$ cat src/rtl/btn_debounce_bank_if.sv
// Debounce bank signal bundle: sample enable and raw levels in, debounced levels and pulses out.
interface btn_debounce_bank_if #(
    parameter int unsigned CHANNELS = 4
);
    logic                tick;
    logic [CHANNELS-1:0] in;
    logic [CHANNELS-1:0] out;
    logic [CHANNELS-1:0] rise;
    logic [CHANNELS-1:0] fall;
    logic [CHANNELS-1:0] long_press;

    modport master (
        output tick, in,
        input  out, rise, fall, long_press
    );

    modport slave (
        input  tick, in,
        output out, rise, fall, long_press
    );
endinterface

$ cat src/rtl/btn_debounce_bank.sv
// Bank of independent integrating debouncers with hysteresis and edge pulses.
// Optional long-press detection is built when BTN_LONGPRESS_EN is defined.
module btn_debounce_bank #(
    parameter int unsigned CHANNELS = 4,
    parameter int unsigned CNT_W    = 8,
    parameter int unsigned SET_TH   = 200,
    parameter int unsigned CLR_TH   = 0,
    parameter logic [15:0] LONG_CYC = 16'd1000
) (
    input  logic               clk,
    input  logic               rst,
    btn_debounce_bank_if.slave bus
);
    localparam logic [CNT_W-1:0] CNT_MAX = '1;
    localparam logic [CNT_W-1:0] SET_V   = CNT_W'(SET_TH);
    localparam logic [CNT_W-1:0] CLR_V   = CNT_W'(CLR_TH);

    if (!((CLR_TH < SET_TH) && (64'(SET_TH) <= ((64'd1 << CNT_W) - 64'd1)))) begin : g_bad_thresholds
        $error("btn_debounce_bank: thresholds must satisfy CLR_TH < SET_TH <= 2^CNT_W-1");
    end

    logic [CHANNELS-1:0]            r_sync1;
    logic [CHANNELS-1:0]            r_sync2;
    logic [CHANNELS-1:0][CNT_W-1:0] r_cnt;
    logic [CHANNELS-1:0]            r_out;
    logic [CHANNELS-1:0]            r_out_d;
    logic [CHANNELS-1:0]            r_rise;
    logic [CHANNELS-1:0]            r_fall;

    logic [CHANNELS-1:0][CNT_W-1:0] w_cnt_nxt;
    logic [CHANNELS-1:0]            w_out_nxt;

    // Saturating integrator; the output thresholds look at the updated count.
    always_comb begin
        w_cnt_nxt = r_cnt;
        w_out_nxt = r_out;
        for (int unsigned ch = 0; ch < CHANNELS; ch++) begin
            if (bus.tick) begin
                if (r_sync2[ch] && (r_cnt[ch] != CNT_MAX)) begin
                    w_cnt_nxt[ch] = r_cnt[ch] + 1'b1;
                end else if (!r_sync2[ch] && (r_cnt[ch] != '0)) begin
                    w_cnt_nxt[ch] = r_cnt[ch] - 1'b1;
                end
                if (w_cnt_nxt[ch] >= SET_V) begin
                    w_out_nxt[ch] = 1'b1;
                end else if (w_cnt_nxt[ch] <= CLR_V) begin
                    w_out_nxt[ch] = 1'b0;
                end
            end
        end
    end

    always_ff @(posedge clk or posedge rst) begin
        if (rst) begin
            r_sync1 <= '0;
            r_sync2 <= '0;
            r_cnt   <= '0;
            r_out   <= '0;
            r_out_d <= '0;
            r_rise  <= '0;
            r_fall  <= '0;
        end else begin
            r_sync1 <= bus.in;
            r_sync2 <= r_sync1;
            r_cnt   <= w_cnt_nxt;
            r_out   <= w_out_nxt;
            r_out_d <= r_out;
            r_rise  <= r_out & ~r_out_d;
            r_fall  <= ~r_out & r_out_d;
        end
    end

    assign bus.out  = r_out;
    assign bus.rise = r_rise;
    assign bus.fall = r_fall;

`ifdef BTN_LONGPRESS_EN
    if (LONG_CYC == 16'd0) begin : g_bad_long
        $error("btn_debounce_bank: LONG_CYC must be non-zero");
    end

    logic [CHANNELS-1:0][15:0] r_lcnt;
    logic [CHANNELS-1:0]       r_lp;

    // Counter saturates at LONG_CYC, so each press yields at most one pulse.
    always_ff @(posedge clk or posedge rst) begin
        if (rst) begin
            r_lcnt <= '0;
            r_lp   <= '0;
        end else begin
            for (int unsigned ch = 0; ch < CHANNELS; ch++) begin
                r_lp[ch] <= 1'b0;
                if (!r_out[ch]) begin
                    r_lcnt[ch] <= '0;
                end else if (bus.tick && (r_lcnt[ch] != LONG_CYC)) begin
                    r_lcnt[ch] <= r_lcnt[ch] + 16'd1;
                    r_lp[ch]   <= (r_lcnt[ch] == (LONG_CYC - 16'd1));
                end
            end
        end
    end

    assign bus.long_press = r_lp;
`else
    assign bus.long_press = '0;
`endif
endmodule

$ cat src/flat_wrapper.sv
// flat-port wrapper written by rule: the top's interface ports become plain ports
module btn_debounce_bank_flat 
#(
    parameter int unsigned CHANNELS = 4,
    parameter int unsigned CNT_W    = 8,
    parameter int unsigned SET_TH   = 200,
    parameter int unsigned CLR_TH   = 0,
    parameter logic [15:0] LONG_CYC = 16'd1000
)
  (clk, rst, bus_tick, bus_in, bus_out, bus_rise, bus_fall, bus_long_press);
  btn_debounce_bank_if #(.CHANNELS(CHANNELS)) bus_i ();
  input  logic clk;
  input  logic rst;
  input wire logic [$bits(bus_i.tick)-1:0] bus_tick;
  input wire logic [$bits(bus_i.in)-1:0] bus_in;
  output wire logic [$bits(bus_i.out)-1:0] bus_out;
  output wire logic [$bits(bus_i.rise)-1:0] bus_rise;
  output wire logic [$bits(bus_i.fall)-1:0] bus_fall;
  output wire logic [$bits(bus_i.long_press)-1:0] bus_long_press;
  assign bus_i.tick = bus_tick;
  assign bus_i.in = bus_in;
  assign bus_out = bus_i.out;
  assign bus_rise = bus_i.rise;
  assign bus_fall = bus_i.fall;
  assign bus_long_press = bus_i.long_press;
  btn_debounce_bank #(.CHANNELS(CHANNELS), .CNT_W(CNT_W), .SET_TH(SET_TH), .CLR_TH(CLR_TH), .LONG_CYC(LONG_CYC)) u_core (.clk(clk), .rst(rst), .bus(bus_i));
endmodule
$ cat config.mk
export PLATFORM = sky130hd
export DESIGN_NAME = btn_debounce_bank_flat
export DESIGN_NICKNAME = d
export VERILOG_FILES = /design/src/rtl/btn_debounce_bank_if.sv /design/src/rtl/btn_debounce_bank.sv /design/src/flat_wrapper.sv
export SDC_FILE = /design/constraint.sdc
export NUM_CORES = 1
export LEC_CHECK = 0
export CAP_MARGIN = 20
export CORE_MARGIN = 5
export CORE_UTILIZATION = 45
export DETAILED_ROUTE_END_ITERATION = 12
export GPL_TIMING_DRIVEN = 0
export MAX_ROUTING_LAYER = met4
export PLACE_DENSITY = 0.63
export SYNTH_ARGS = -nofsm -noshare
export SYNTH_HDL_FRONTEND = slang
export SYNTH_SLANG_ARGS = --single-unit
$ cat constraint.sdc
create_clock -name clk -period 3.3 [get_ports clk]
set_input_delay 0.66 -clock clk [delete_from_list [all_inputs] [get_ports clk]]
set_output_delay 0.66 -clock clk [all_outputs]
set_load 0.02 [all_outputs]
After elaboration in Yosys (flattened, before gate mapping). Index checks and enable logic that the tools add are counted.

Bits of input ports: 7. Bits in registers: 56. Output and inout port bits: 16. Logic and storage cells: 81.

Bitwise operators: 4. Reductions and logical operators: 24. Magnitude comparators: 8. Muxes and demuxes: 20. Equality and inequality tests: 4. $add $sub $neg: 8.

Operator list (count): 8-bit two-way mux (12); 8-bit by 1-bit adder with 8-bit output (second input constant) (4); 8-bit >= comparator (second input constant) (4); 8-bit by 1-bit <= comparator with 1-bit output (second input constant) (4); 8-bit != test (second input constant) (4); 8-bit nonzero test (4); 8-bit by 1-bit subtractor with 8-bit output (second input constant) (4); 4-bit AND (2); 1-bit logical AND (8); 1-bit two-way mux (8); 4-bit NOT (2); 2-bit AND reduction (4); 2-bit nonzero test (4); 1-bit zero test (4).

Depth between registers and ports, before layout. Gate-level depths: netlist (run 1).

Depth after elaboration: 8. Depth in mapped cells: 10. Gate-level depth less buffers: 9.

Worst setup path before layout (run 1). OpenSTA, ideal clock, no wires.

Kind: reg2reg. Start: reg u_core.r_cnt[16] (netlist bit). End: reg u_core.r_out[2], in the netlist u_core.bus.out[2]. Buffers on the path: 0. Stages on the path, launching flop included: 10. Required time: 3170 ps. Clock period less this slack: 2523 ps. Library setup time: 130 ps. Arrival time: 2393 ps. Setup slack: 777 ps. Cells stage by stage: dfrtp_1 -> inv_1 -> ha_1 -> or3b_2 -> o21ai_4 -> o32ai_1 -> xor2_1 -> or3_1 -> o41ai_1 -> a21oi_1.

Longest elaborated chain between the ends: 8. Elaborated cells between the ends (all ways): 14.

RTL lines: start: declaration (RTL line btn_debounce_bank.sv:24) `logic [CHANNELS-1:0][CNT_W-1:0] r_cnt;`; start signal: assignment (RTL line btn_debounce_bank.sv:65) `r_cnt <= w_cnt_nxt;`; parallel branches: the longest is 3 deep, another holds 8-bit by 1-bit subtractor with 8-bit output; 8-bit two-way mux (*) (RTL line btn_debounce_bank.sv:39) `if (r_sync2[ch] && (r_cnt[ch] != CNT_MAX)) begin`; 8-bit two-way mux (*) (RTL line btn_debounce_bank.sv:38) `if (bus.tick) begin`; 8-bit by 1-bit <= comparator with 1-bit output or 8-bit >= comparator (tied branches) (RTL line btn_debounce_bank.sv:46, btn_debounce_bank.sv:44); 2-bit nonzero test (no source line); 2-bit AND reduction (no source line); end signal: assignment (RTL line btn_debounce_bank.sv:66) `r_out <= w_out_nxt;`; end: declaration (RTL line btn_debounce_bank.sv:25) `logic [CHANNELS-1:0] r_out;`.

Every way passes the cells marked *. The select of a mux whose other input is x is not followed. A chain may end at the register's enable or synchronous reset.

Final worst setup path (run 1). Same ends and word-level chain as after synthesis.

==> results.tsv, run 1 <==
stage	metric	value	unit
layout	antenna-diode-count	0	
drt	post_drt_wl_per_cell	13.6	um
drt	dr_total_vias	2741	
placed_design	hpwl	5000	um
placed_design	port_buffers	17	
clock_tree	cts_made_buffers	5	
power_and_ir_drop	peakVddDrop	0.000249	V
floorplan	pin_count	23	
floorplan	die_area	9680	sq um
global_route	overflow	0	
sta	max_slew_margin	59.4	%
layout	layoutNonFillerInstCount	505	
sta	timing.final.crit_period	2.80	ns
placed_design	post-place-cells	497	
synth	yosys.area.top_type	dfrtp_1	
layout	final_layout_size_suffix_gt1_share	9.18	%
critical_path	cp-start-kind	flop	
drt	drc	0	
floorplan	rows	32	
layout	fillers	710	
global_route	grt.total_usage	15.5	%
floorplan	start_util	45.7	%
clock_tree	cts_resized	0	
sta	tightest_slew	0.603	ns
synth	synthCells	374	
power_and_ir_drop	power.total	3.19	mW
outcome	outcome	finished clean	
clock_tree	clk_pin_slew_worst_paths	0.10	ns
sta	max_freq	358	MHz
synth	synthTopCellsByArea	dfrtp_1 (40%), xnor2_1 (8.0%), ha_1 (4.3%)	
synth	synthFlopType	dfrtp_1	
clock_tree	post_cts_buffers	0	
global_route	grt_pass1_vias	2580	
synth	async_flop_share	100	%
clock_tree	cts_buffer_depth	2	
critical_path	cp_slowest_cell	or3b_2	
sta	fin_tns_setup	0	ns
sta	rsz0062_at_grt	false	
clock_tree	cts_tree	done	
synth	synth_area_per_cell	9.40	sq um
critical_path	cp.required	3.49	ns
synth	synth-seq-cells	56	
drt	routed_wl	6890	um
power_and_ir_drop	p_leak	1.60	nW
sta	finalSetupViolCount	0	
clock_tree	cts_sinks	56	
critical_path	cp_cell_sequence	inv_1, ha_1, or3b_2, o21ai_4, o32ai_1, xor2_1, or3_1, o41ai_1, a21oi_1	
sta	fin_crit_sh	84.7	%
floorplan	die_w	98.4	um
critical_path	cp.arrival	2.99	ns
drt	drt_iter0_drc	83	
drt	vias_per_cell	5.43	
synth	syn-cell-area	3520	sq um
synth	ys_warn_count	0	
layout	final_nets	421	
clock_tree	root_buffer	clkbuf_8	
synth	synth-edff-count	0	
layout	synthToLayoutAreaGrowth	12.0	%
global_route	grt_max_degree	35	
hold_path	hold_class	reg -> reg	
drt	ant_nets	0	
clock_tree	worst_skew_pair.late_latency	0.31	ns
clock_tree	hold_buffers	0	
floorplan	core_area	7690	sq um
power_and_ir_drop	powerDensity	810	nW/um^2
floorplan	die_y	98.4	um
job	cap_violations	0	
placed_design	gp_congestion	0.872	
sta	slew_viol_final	0	
synth	synth.distinct_cells	60	
drt	drt_first_pass_iters	4	
critical_path	critical_path_class	reg -> reg	
sta	finClkSkew	0.00585	ns
critical_path	critPathMaxStageDelay	0.51	ns
critical_path	worstPathMaxFanout	7	
global_route	grt_pass1_wl	12100	um
synth	synth-seq-area-share	39.9	%
synth	synthDominantCellAreaShare	39.9	%
global_route	antenna_found_initial	0	
sta	hold_violations	0	
clock_tree	h-tree-depth	2	
critical_path	endpoint_kind	flop	
## placed cells by master (no fill, tap or decap), drive strengths merged, types with 6 or more instances in the layout
cell type | synthesis | final
xnor2 | 32 | 32
inv | 23 | 23
clkdlybuf4s50 | 0 | 17
clkbuf | 13 | 20
nand2 | 38 | 38
nand4 | 8 | 8
or3 | 7 | 7
ha | 12 | 12
nor2 | 16 | 16
mux2 | 6 | 6
nor2b | 10 | 10
mux2i | 10 | 10
buf | 14 | 15
nand3 | 12 | 12
dfrtp | 56 | 56
o21ai | 20 | 20
a21oi | 12 | 12
xor2 | 6 | 6
nor3 | 7 | 7
## registers in the layout, indices dropped and copies added (netlist names)
signal	count
u_core.r_sync1	4
u_core.bus.out	4
u_core.r_cnt	32
u_core.r_out_d	4
u_core.bus.fall	4
u_core.r_sync2	4
u_core.bus.rise	4
## final timing paths
| kind | startpoint | end | slack [ns] | cells past startpoint |
|---|---|---|---|---|
| setup / recovery | u_core.r_cnt[16]$_DFFE_PP0P_ | u_core.bus.out[2]$_DFFE_PP0P_ | 0.50 | 9 |
| hold / removal | u_core.r_sync1[1]$_DFF_PP0_ | u_core.r_sync2[1]$_DFF_PP0_ | 0.36 | 0 |
| setup reg to reg | u_core.r_cnt[16]$_DFFE_PP0P_ | u_core.bus.out[2]$_DFFE_PP0P_ | 0.50 | 9 |
| hold reg to reg | u_core.r_sync1[1]$_DFF_PP0_ | u_core.r_sync2[1]$_DFF_PP0_ | 0.36 | 0 |
| max in group asynchronous | rst | u_core.bus.out[0]$_DFFE_PP0P_ | 2.06 | 3 |
| min in group asynchronous | rst | u_core.r_cnt[23]$_DFFE_PP0P_ | 0.70 | 2 |
## critical path: cells and delay by family, from the launching register on
| family | cells | cell delay, ns |
|---|---|---|
| and+or+nand+nor | 2 | 0.93 |
| adders and majority gates | 1 | 0.14 |
| xor gates and xnor gates | 1 | 0.18 |
| buffers and inverters | 1 | 0.11 |
| AOI/OAI and AO/OA | 4 | 0.86 |
| DFF | 1 | 0.47 |
## cell type report
cell class / count / area, sq um / share of cell area, %
clock inverters: 1 / 7.51 / 0.191
plain buffers: 27 / 151 / 3.84
multi-input cells: 271 / 1890 / 47.9
clock buffers: 7 / 86.3 / 2.19
inverters: 23 / 86.3 / 2.19
well taps: 102 / 128 / 3.24
flip-flops and latches: 56 / 1400 / 35.6
repair buffers: 18 / 190 / 4.83
## logic make-up (layout without fill, tap and decap cells)
| kind of cell | Yosys count | after routing | synth area share, % |
|---|---|---|---|
| adder cells (fa/ha/maj) | 12 | 12 | 4.27 |
| buffers and inverters | 50 | 76 | 6.76 |
| AND/OR/NAND/NOR | 123 | 123 | 18.7 |
| AO/OA/AOI/OAI | 78 | 78 | 15.9 |
| multiplexers | 16 | 16 | 4.88 |
| flip-flops | 56 | 56 | 39.9 |
| XOR/XNOR | 38 | 38 | 9.47 |
| other | 1 | 4 | 0.107 |
## report_power, final
group          total, mW  switching (mW)  internal (mW)
Sequential          1.15           0.230          0.917
Clock              0.393           0.222          0.171
Combinational       1.65           0.899          0.749
Total               3.19            1.35           1.84
## layer usage
layer | part of all wire (%) | track usage [%]
met1 | 48 | 20.7
met2 | 47 | 24.2
met3 | 3.7 | 2.36
met4 | 1.4 | 4.73
met5 | 0 | -
## synthesized netlist by cell type (3+ instances only)
master	instances
o211ai_1	3
a21oi_1	12
o22ai_1	4
a31oi_1	4
a21o_1	5
nor3_1	7
nand2_1	38
o21ai_0	15
ha_1	12
a211oi_1	5
xor2_1	6
nor3b_1	3
o21ai_1	4
buf_2	4
nand2b_1	3
clkbuf_1	13
nor2b_1	10
dfrtp_1	56
inv_1	23
or3_1	7
xnor2_1	32
nor2_1	16
mux2i_1	10
nor4b_1	3
o41ai_1	4
nand3_1	12
buf_4	4
buf_6	4
mux2_2	5
o32ai_1	4
nand4_1	8
## stage by stage
stage / instance area (sq um) / hold WS [ns] / utilization (%) / setup slack (ns)
CTS: 3940 / 0.361 / 51.2 / 0.503
floorplan: 3530 / 0.331 / - / 0.777
finish: 3940 / 0.359 / 51.2 / 0.505
global placement: 3820 / 0.333 / 49.8 / 0.216
detailed placement: 3840 / 0.339 / 50.0 / 0.540
global route: 3940 / 0.370 / 51.2 / 0.293
(Power assumes the default switching activity.)
==> run 2: changes to the inputs <==
==> constraint.sdc (replaced) <==
create_clock -name clk -period 2.8 [get_ports clk]
set_input_delay 0.56 -clock clk [delete_from_list [all_inputs] [get_ports clk]]
set_output_delay 0.56 -clock clk [all_outputs]
set_load 0.02 [all_outputs]
==> run 2 against run 1 <==
Against the previous run: cell count is 0.59% higher; final area is 1.1% higher; clock skew rose by 0.0011 ns; worst hold slack about the same; critical path type unchanged; largest power group unchanged; fmax increased by 5.3%; worst setup slack got worse by 0.36 ns.
==> results.tsv, run 2 (synthesis results as in run 1) <==
stage	metric	value	unit
outcome	outcome	finished clean	
global_route	grt_pass1_vias	2580	
drt	drt_iter0_drc	94	
critical_path	r2r_slack	0.15	ns
layout	final_common_cell	dfrtp_1	
drt	post_drt_wl_per_cell	13.8	um
clock_tree	cts_buffer_depth	2	
global_route	grt_pass1_wl	12100	um
power_and_ir_drop	powerDensity	957	nW/um^2
layout	antenna-diode-count	0	
sta	fin_tns_setup	0	ns
sta	rsz0062_at_grt	false	
sta	timing.final.crit_period	2.65	ns
floorplan	core_area	7690	sq um
drt	routed_wl	7020	um
power_and_ir_drop	p_leak	1.62	nW
placed_design	hpwl	5000	um
sta	fin_crit_sh	94.8	%
sta	finalSetupViolCount	0	
hold_path	hold-path-cell-count	0	
drt	vias_per_cell	5.45	
global_route	grt_max_degree	35	
sta	max_freq	377	MHz
placed_design	post-place-cells	497	
clock_tree	cts_sinks	56	
sta	timing.final.ws_setup	0.146	ns
sta	tightest_slew	0.662	ns
critical_path	cp.required	3.00	ns
floorplan	pin_count	23	
hold_path	hp-start	u_core.r_sync1[0]$_DFF_PP0_	
hold_path	hold_class	reg -> reg	
critical_path	endpoint_kind	flop	
drt	dr_total_vias	2767	
layout	final_layout_size_suffix_gt1_share	11.1	%
drt	drc	0	
global_route	grt.total_usage	15.5	%
sta	max_slew_margin	55.4	%
clock_tree	clk_pin_slew_worst_paths	0.10	ns
floorplan	start_util	45.7	%
critical_path	cp-start-kind	flop	
drt	ant_nets	0	
floorplan	die_y	98.4	um
critical_path	rr_worst_depth	9	
clock_tree	h-tree-depth	2	
floorplan	rows	32	
layout	final_cell_mix	dfrtp_1 (55), nand2_1 (38), xnor2_1 (32)	
critical_path	worstPathMaxFanout	7	
clock_tree	cts_tree	done	
global_route	overflow	0	
critical_path	rr_startpoint	u_core.r_cnt[16]$_DFFE_PP0P_	
critical_path	critical_path_class	reg -> reg	
sta	finClkSkew	0.00696	ns
layout	synthToLayoutAreaGrowth	13.3	%
placed_design	gp_congestion	0.872	
placed_design	port_buffers	17	
critical_path	r2r-end	u_core.bus.out[2]$_DFFE_PP0P_	
clock_tree	hold_buffers	0	
drt	drt_first_pass_iters	4	
floorplan	die_w	98.4	um
layout	layoutNonFillerInstCount	508	
layout	finalInstanceArea	3980	sq um
power_and_ir_drop	power.total	3.81	mW
job	cap_violations	0	
global_route	antenna_found_initial	0	
layout	max_flop_register	u_core.r_cnt	
clock_tree	root_buffer	clkbuf_8	
floorplan	die_area	9680	sq um
clock_tree	worst_skew_pair.late_latency	0.31	ns
clock_tree	cts_made_buffers	5	
layout	final_nets	424	
layout	largest_reg_flops	32	
sta	hold_violations	0	
placed_design	place_ws	0.0400	ns
power_and_ir_drop	peakVddDrop	0.000293	V
sta	slew_viol_final	0	
placed_design	post_dp_cell_area	3840	sq um
critical_path	cp.arrival	2.85	ns
hold_path	hold_end	u_core.r_sync2[0]$_DFF_PP0_	
## run 2: cell count changes in the layout (fill, tap and decap cells not counted), sizes merged
cell / previous run / this run
buf: 15 / 18
## run 2: worst max-delay path, stage by stage, from the launching register on
cell and delay [ns]:
dfrtp_2 0.46, inv_1 0.09, ha_1 0.14, or3b_2 0.51
o21ai_4 0.20, o32ai_1 0.12, xor2_1 0.18, or3_4 0.42
o41ai_2 0.32, a21oi_1 0.10
## run 2: power breakdown
part | switching, mW | total, mW | internal (mW)
registers | 0.271 | 1.35 | 1.08
clock network | 0.267 | 0.469 | 0.202
logic | 1.08 | 1.99 | 0.907
## run 2: timing repair
action,in CTS,in global routing
setup endpoints to repair,0,3
gates resized for setup,0,7
buffers inserted,0,3
## run 2: layout make-up
class / count / area [sq um]
well taps: 102 / 128
plain buffers: 27 / 151
clock buffers: 7 / 86.3
inverters: 23 / 86.3
clock inverters: 1 / 7.51
repair buffers: 21 / 213
multi-input cells: 271 / 1910
flip-flops and latches: 56 / 1400
fillers: 709 / 3700
## run 2: worst max-delay path by stage
stage                                    end  slack (ns)  cells past startpoint                         start
2_1_floorplan  u_core.bus.out[2]$_DFFE_PP0P_        0.28                      9  u_core.r_cnt[16]$_DFFE_PP0P_
3_3_place_gp    u_core.r_cnt[13]$_DFFE_PP0P_       -0.18                      2                           rst
3_5_place_dp   u_core.bus.out[2]$_DFFE_PP0P_        0.04                      9  u_core.r_cnt[16]$_DFFE_PP0P_
4_1_cts        u_core.bus.out[2]$_DFFE_PP0P_       0.003                      9  u_core.r_cnt[16]$_DFFE_PP0P_
5_1_grt        u_core.bus.out[3]$_DFFE_PP0P_       0.006                     10  u_core.r_cnt[24]$_DFFE_PP0P_
6_report       u_core.bus.out[2]$_DFFE_PP0P_        0.15                      9  u_core.r_cnt[16]$_DFFE_PP0P_
## run 2: through the flow
step                      hold slack, ns  util, %
final                              0.359     51.8
after global routing               0.370     51.8
after CTS                          0.361     51.2
after detailed placement           0.339     50.0
after global placement             0.333     49.8
after floorplan                    0.331        -
## run 2: routing by layer
layer	routed length (um)	GRT usage, %	part of all wire, %	up-vias
met1	3390	20.7	48	1319
met2	3310	24.2	47	63
li1	-	-	-	1377
met5	0	-	0	-
met3	243	2.36	3.5	8
met4	73	4.73	1.0	0
==> run 3: changes to the inputs <==
--- a/config.mk
+++ b/config.mk
@@ -5,6 +5,7 @@
 export SDC_FILE = /design/constraint.sdc
 export NUM_CORES = 1
 export LEC_CHECK = 0
+export ABC_AREA = 1
 export CAP_MARGIN = 20
 export CORE_MARGIN = 5
 export CORE_UTILIZATION = 45
==> run 3 against run 2 <==
Against the previous run: cell count increased by 43%; clock skew decreased by 0.0032 ns; die area increased by 12%; count of clock-buffer cells in the layout unchanged; synthesized area increased by 13%; sequential power about the same; final area increased by 11%; sequential share of layout area decreased by 3.6 points; non-clock buffer count decreased by 11; first-iteration DRC count increased by 94%; fmax increased by 25%; core utilization decreased by 0.81 points; highest routed layer unchanged.
==> results.tsv, run 3 <==
stage	metric	value	unit
sta	finalSetupViolCount	0	
synth	synth-edff-count	0	
job	cap_violations	0	
critical_path	r2r_slack	0.77	ns
critical_path	crit_cells	4	
power_and_ir_drop	p_leak	2.25	nW
layout	largest_reg_flops	32	
critical_path	crit_path_start	bus_tick	
critical_path	worstPathMaxFanout	10	
critical_path	cp_slowest_cell	clkdlybuf4s50_1	
floorplan	pin_count	23	
clock_tree	cts_sinks	56	
global_route	overflow	0	
critical_path	critPathMaxStageDelay	0.64	ns
layout	final_cell_mix	nand2_1 (211), dfrtp_1 (56), nor2_1 (52)	
sta	finClkSkew	0.00372	ns
critical_path	cp_cell_sequence	clkdlybuf4s50_1, buf_2, buf_1, a31oi_1	
critical_path	cp.required	2.96	ns
synth	synthDominantCellAreaShare	35.2	%
synth	synth-seq-cells	56	
synth	synth_area_per_cell	6.74	sq um
synth	synthCells	591	
clock_tree	root_buffer	clkbuf_8	
synth	ys_warn_count	0	
sta	max_slew_margin	54.4	%
synth	synth.distinct_cells	36	
critical_path	endpoint_kind	flop	
drt	routed_wl	9140	um
critical_path	crit_path_end	u_core.r_cnt[2]$_DFFE_PP0P_	
critical_path	critical_path_class	in -> reg	
sta	timing.final.crit_period	2.13	ns
sta	tightest_slew	0.685	ns
sta	fin_crit_sh	76.0	%
synth	syn-cell-area	3980	sq um
sta	whs	0.356	ns
floorplan	rows	34	
clock_tree	cts_tree	done	
clock_tree	cts_buffer_depth	2	
sta	hold_violations	0	
critical_path	rr_startpoint	u_core.r_cnt[8]$_DFFE_PP0P_	
clock_tree	cts_made_buffers	5	
drt	dr_total_vias	3683	
synth	synth-seq-area-share	35.2	%
synth	yosys.area.top_type	dfrtp_1	
critical_path	critPathTopFamily	buffers and inverters	
global_route	grt_max_degree	45	
outcome	outcome	finished clean	
placed_design	gp_congestion	0.971	
placed_design	hpwl	6730	um
critical_path	cp-start-kind	primary input	
critical_path	r2r-end	u_core.bus.out[1]$_DFFE_PP0P_	
clock_tree	worst_skew_pair.late_latency	0.31	ns
drt	vias_per_cell	5.06	
global_route	grt.total_usage	17.3	%
floorplan	die_w	104	um
layout	final_nets	639	
clock_tree	h-tree-depth	2	
synth	synth.most_common_cell	nand2_1	
clock_tree	hold_buffers	0	
layout	antenna-diode-count	0	
floorplan	core_area	8680	sq um
layout	final_common_cell	nand2_1	
synth	async_flop_share	100	%
synth	synth_common_cells	nand2_1 (211), dfrtp_1 (56), inv_1 (52), nor2_1 (52), nand3_1 (44)	
hold_path	hold_class	reg -> reg	
clock_tree	post_cts_buffers	0	
power_and_ir_drop	powerDensity	875	nW/um^2
synth	synthFlopType	dfrtp_1	
layout	synthToLayoutAreaGrowth	11.1	%
layout	fillers	878	
clock_tree	cts_resized	0	
power_and_ir_drop	power.total	3.87	mW
drt	drc	0	
critical_path	rr_worst_depth	14	
sta	max_freq	470	MHz
critical_path	crit_buf_inv	3	
layout	final_layout_size_suffix_gt1_share	10.8	%
power_and_ir_drop	peakVddDrop	0.000451	V
sta	slew_viol_final	0	
floorplan	start_util	45.9	%
global_route	grt_pass1_wl	15500	um
floorplan	die_area	10800	sq um
drt	post_drt_wl_per_cell	12.6	um
sta	rsz0062_at_grt	false	
global_route	grt_pass1_vias	3247	
clock_tree	clk_pin_slew_worst_paths	0.10	ns
floorplan	die_y	104	um
drt	ant_nets	0	
drt	drt_iter0_drc	182	
synth	synthTopCellsByArea	dfrtp_1 (35%), nand2_1 (20%), nand3_1 (5.5%)	
drt	drt_first_pass_iters	4	
global_route	antenna_found_initial	0	
placed_design	port_buffers	18	
critical_path	cp.arrival	2.29	ns
layout	max_flop_register	u_core.r_cnt	
==> run 3: cell types whose count changed after synthesis, sizes merged, moves of 9 or more <==
cell	delta
nand3	+35
nor2	+46
inv	+44
xnor2	-32
xor2	+9
nor2b	-10
mux2i	-10
clkbuf	-9
a21oi	+10
o21ai	+20
nand2	+186
==> run 3: layout make-up <==
| cell class | count | area (sq um) | share of cell area [%] |
|---|---|---|---|
| Sequential cell | 56 | 1400 | 31.7 |
| Tap cell | 108 | 135 | 3.05 |
| Multi-Input combinational cell | 453 | 2230 | 50.4 |
| Timing Repair Buffer | 19 | 200 | 4.52 |
| Clock buffer | 7 | 96.3 | 2.18 |
| Buffer | 18 | 106 | 2.40 |
| Inverter | 67 | 256 | 5.79 |
==> run 3: kinds of logic (layout without fill, tap and decap cells) <==
logic type                 Yosys count  after routing  share of synthesized area, %
AOI/OAI and AO/OA                   70             70                          9.61
xor gates and xnor gates            15             15                          3.30
adders and majority gates           12             12                          3.77
buffers and inverters               85            111                          9.11
DFF                                 56             56                          35.2
other                                1              4                        0.0941
and+or+nand+nor                    352            352                          38.9
==> run 3: where the power goes <==
group          internal, mW  switching, mW
combinational         0.762           1.27
sequential             1.08          0.279
clock                 0.221          0.264
==> run 3: how the worst min path moves through the flow <==
stage | start | end | slack (ns) | cells after the start
finish | u_core.r_sync1[2]$_DFF_PP0_ | u_core.r_sync2[2]$_DFF_PP0_ | 0.36 | 0
global route | u_core.r_sync1[1]$_DFF_PP0_ | u_core.r_sync2[1]$_DFF_PP0_ | 0.36 | 0
CTS | u_core.r_sync1[2]$_DFF_PP0_ | u_core.r_sync2[2]$_DFF_PP0_ | 0.36 | 0
detailed placement | u_core.r_sync1[2]$_DFF_PP0_ | u_core.r_sync2[2]$_DFF_PP0_ | 0.33 | 0
global placement | u_core.r_sync1[0]$_DFF_PP0_ | u_core.r_sync2[0]$_DFF_PP0_ | 0.33 | 0
floorplan | u_core.r_sync1[0]$_DFF_PP0_ | u_core.r_sync2[0]$_DFF_PP0_ | 0.33 | 0
==> run 3: worst reg2reg max path, cell delays in order (launching register included) <==
cell	delay [ns]
dfrtp_1	0.45
inv_1	0.15
ha_1	0.23
nand3_1	0.12
inv_1	0.05
nand2_1	0.09
nand2_2	0.11
nand2_1	0.08
nand2_1	0.05
a21oi_1	0.18
nand2_1	0.09
nor2_1	0.15
nand3_1	0.09
nand2_1	0.06
inv_1	0.03
==> run 3: layer usage <==
| layer | up-vias | wire, um | track usage [%] |
|---|---|---|---|
| li1 | 1924 | - | - |
| met1 | 1674 | 4580 | 24.6 |
| met2 | 74 | 4050 | 25.8 |
| met3 | 11 | 378 | 2.61 |
| met4 | 0 | 119 | 4.53 |
| met5 | - | 0 | - |
==> run 3: metrics by stage <==
step | setup TNS, ns | cell area, sq um | cells | util [%] | worst slack (ns)
6_report | 0 | 4430 | 728 | 51.0 | 0.672
5_1_grt | 0 | 4430 | 728 | 51.0 | 0.541
4_1_cts | 0 | 4430 | 728 | 51.0 | 0.665
3_5_place_dp | 0 | 4330 | 721 | 49.9 | 0.337
3_3_place_gp | -9.52 | 4310 | 720 | 49.7 | -0.175
2_1_floorplan | 0 | 4000 | 594 | - | 0.869
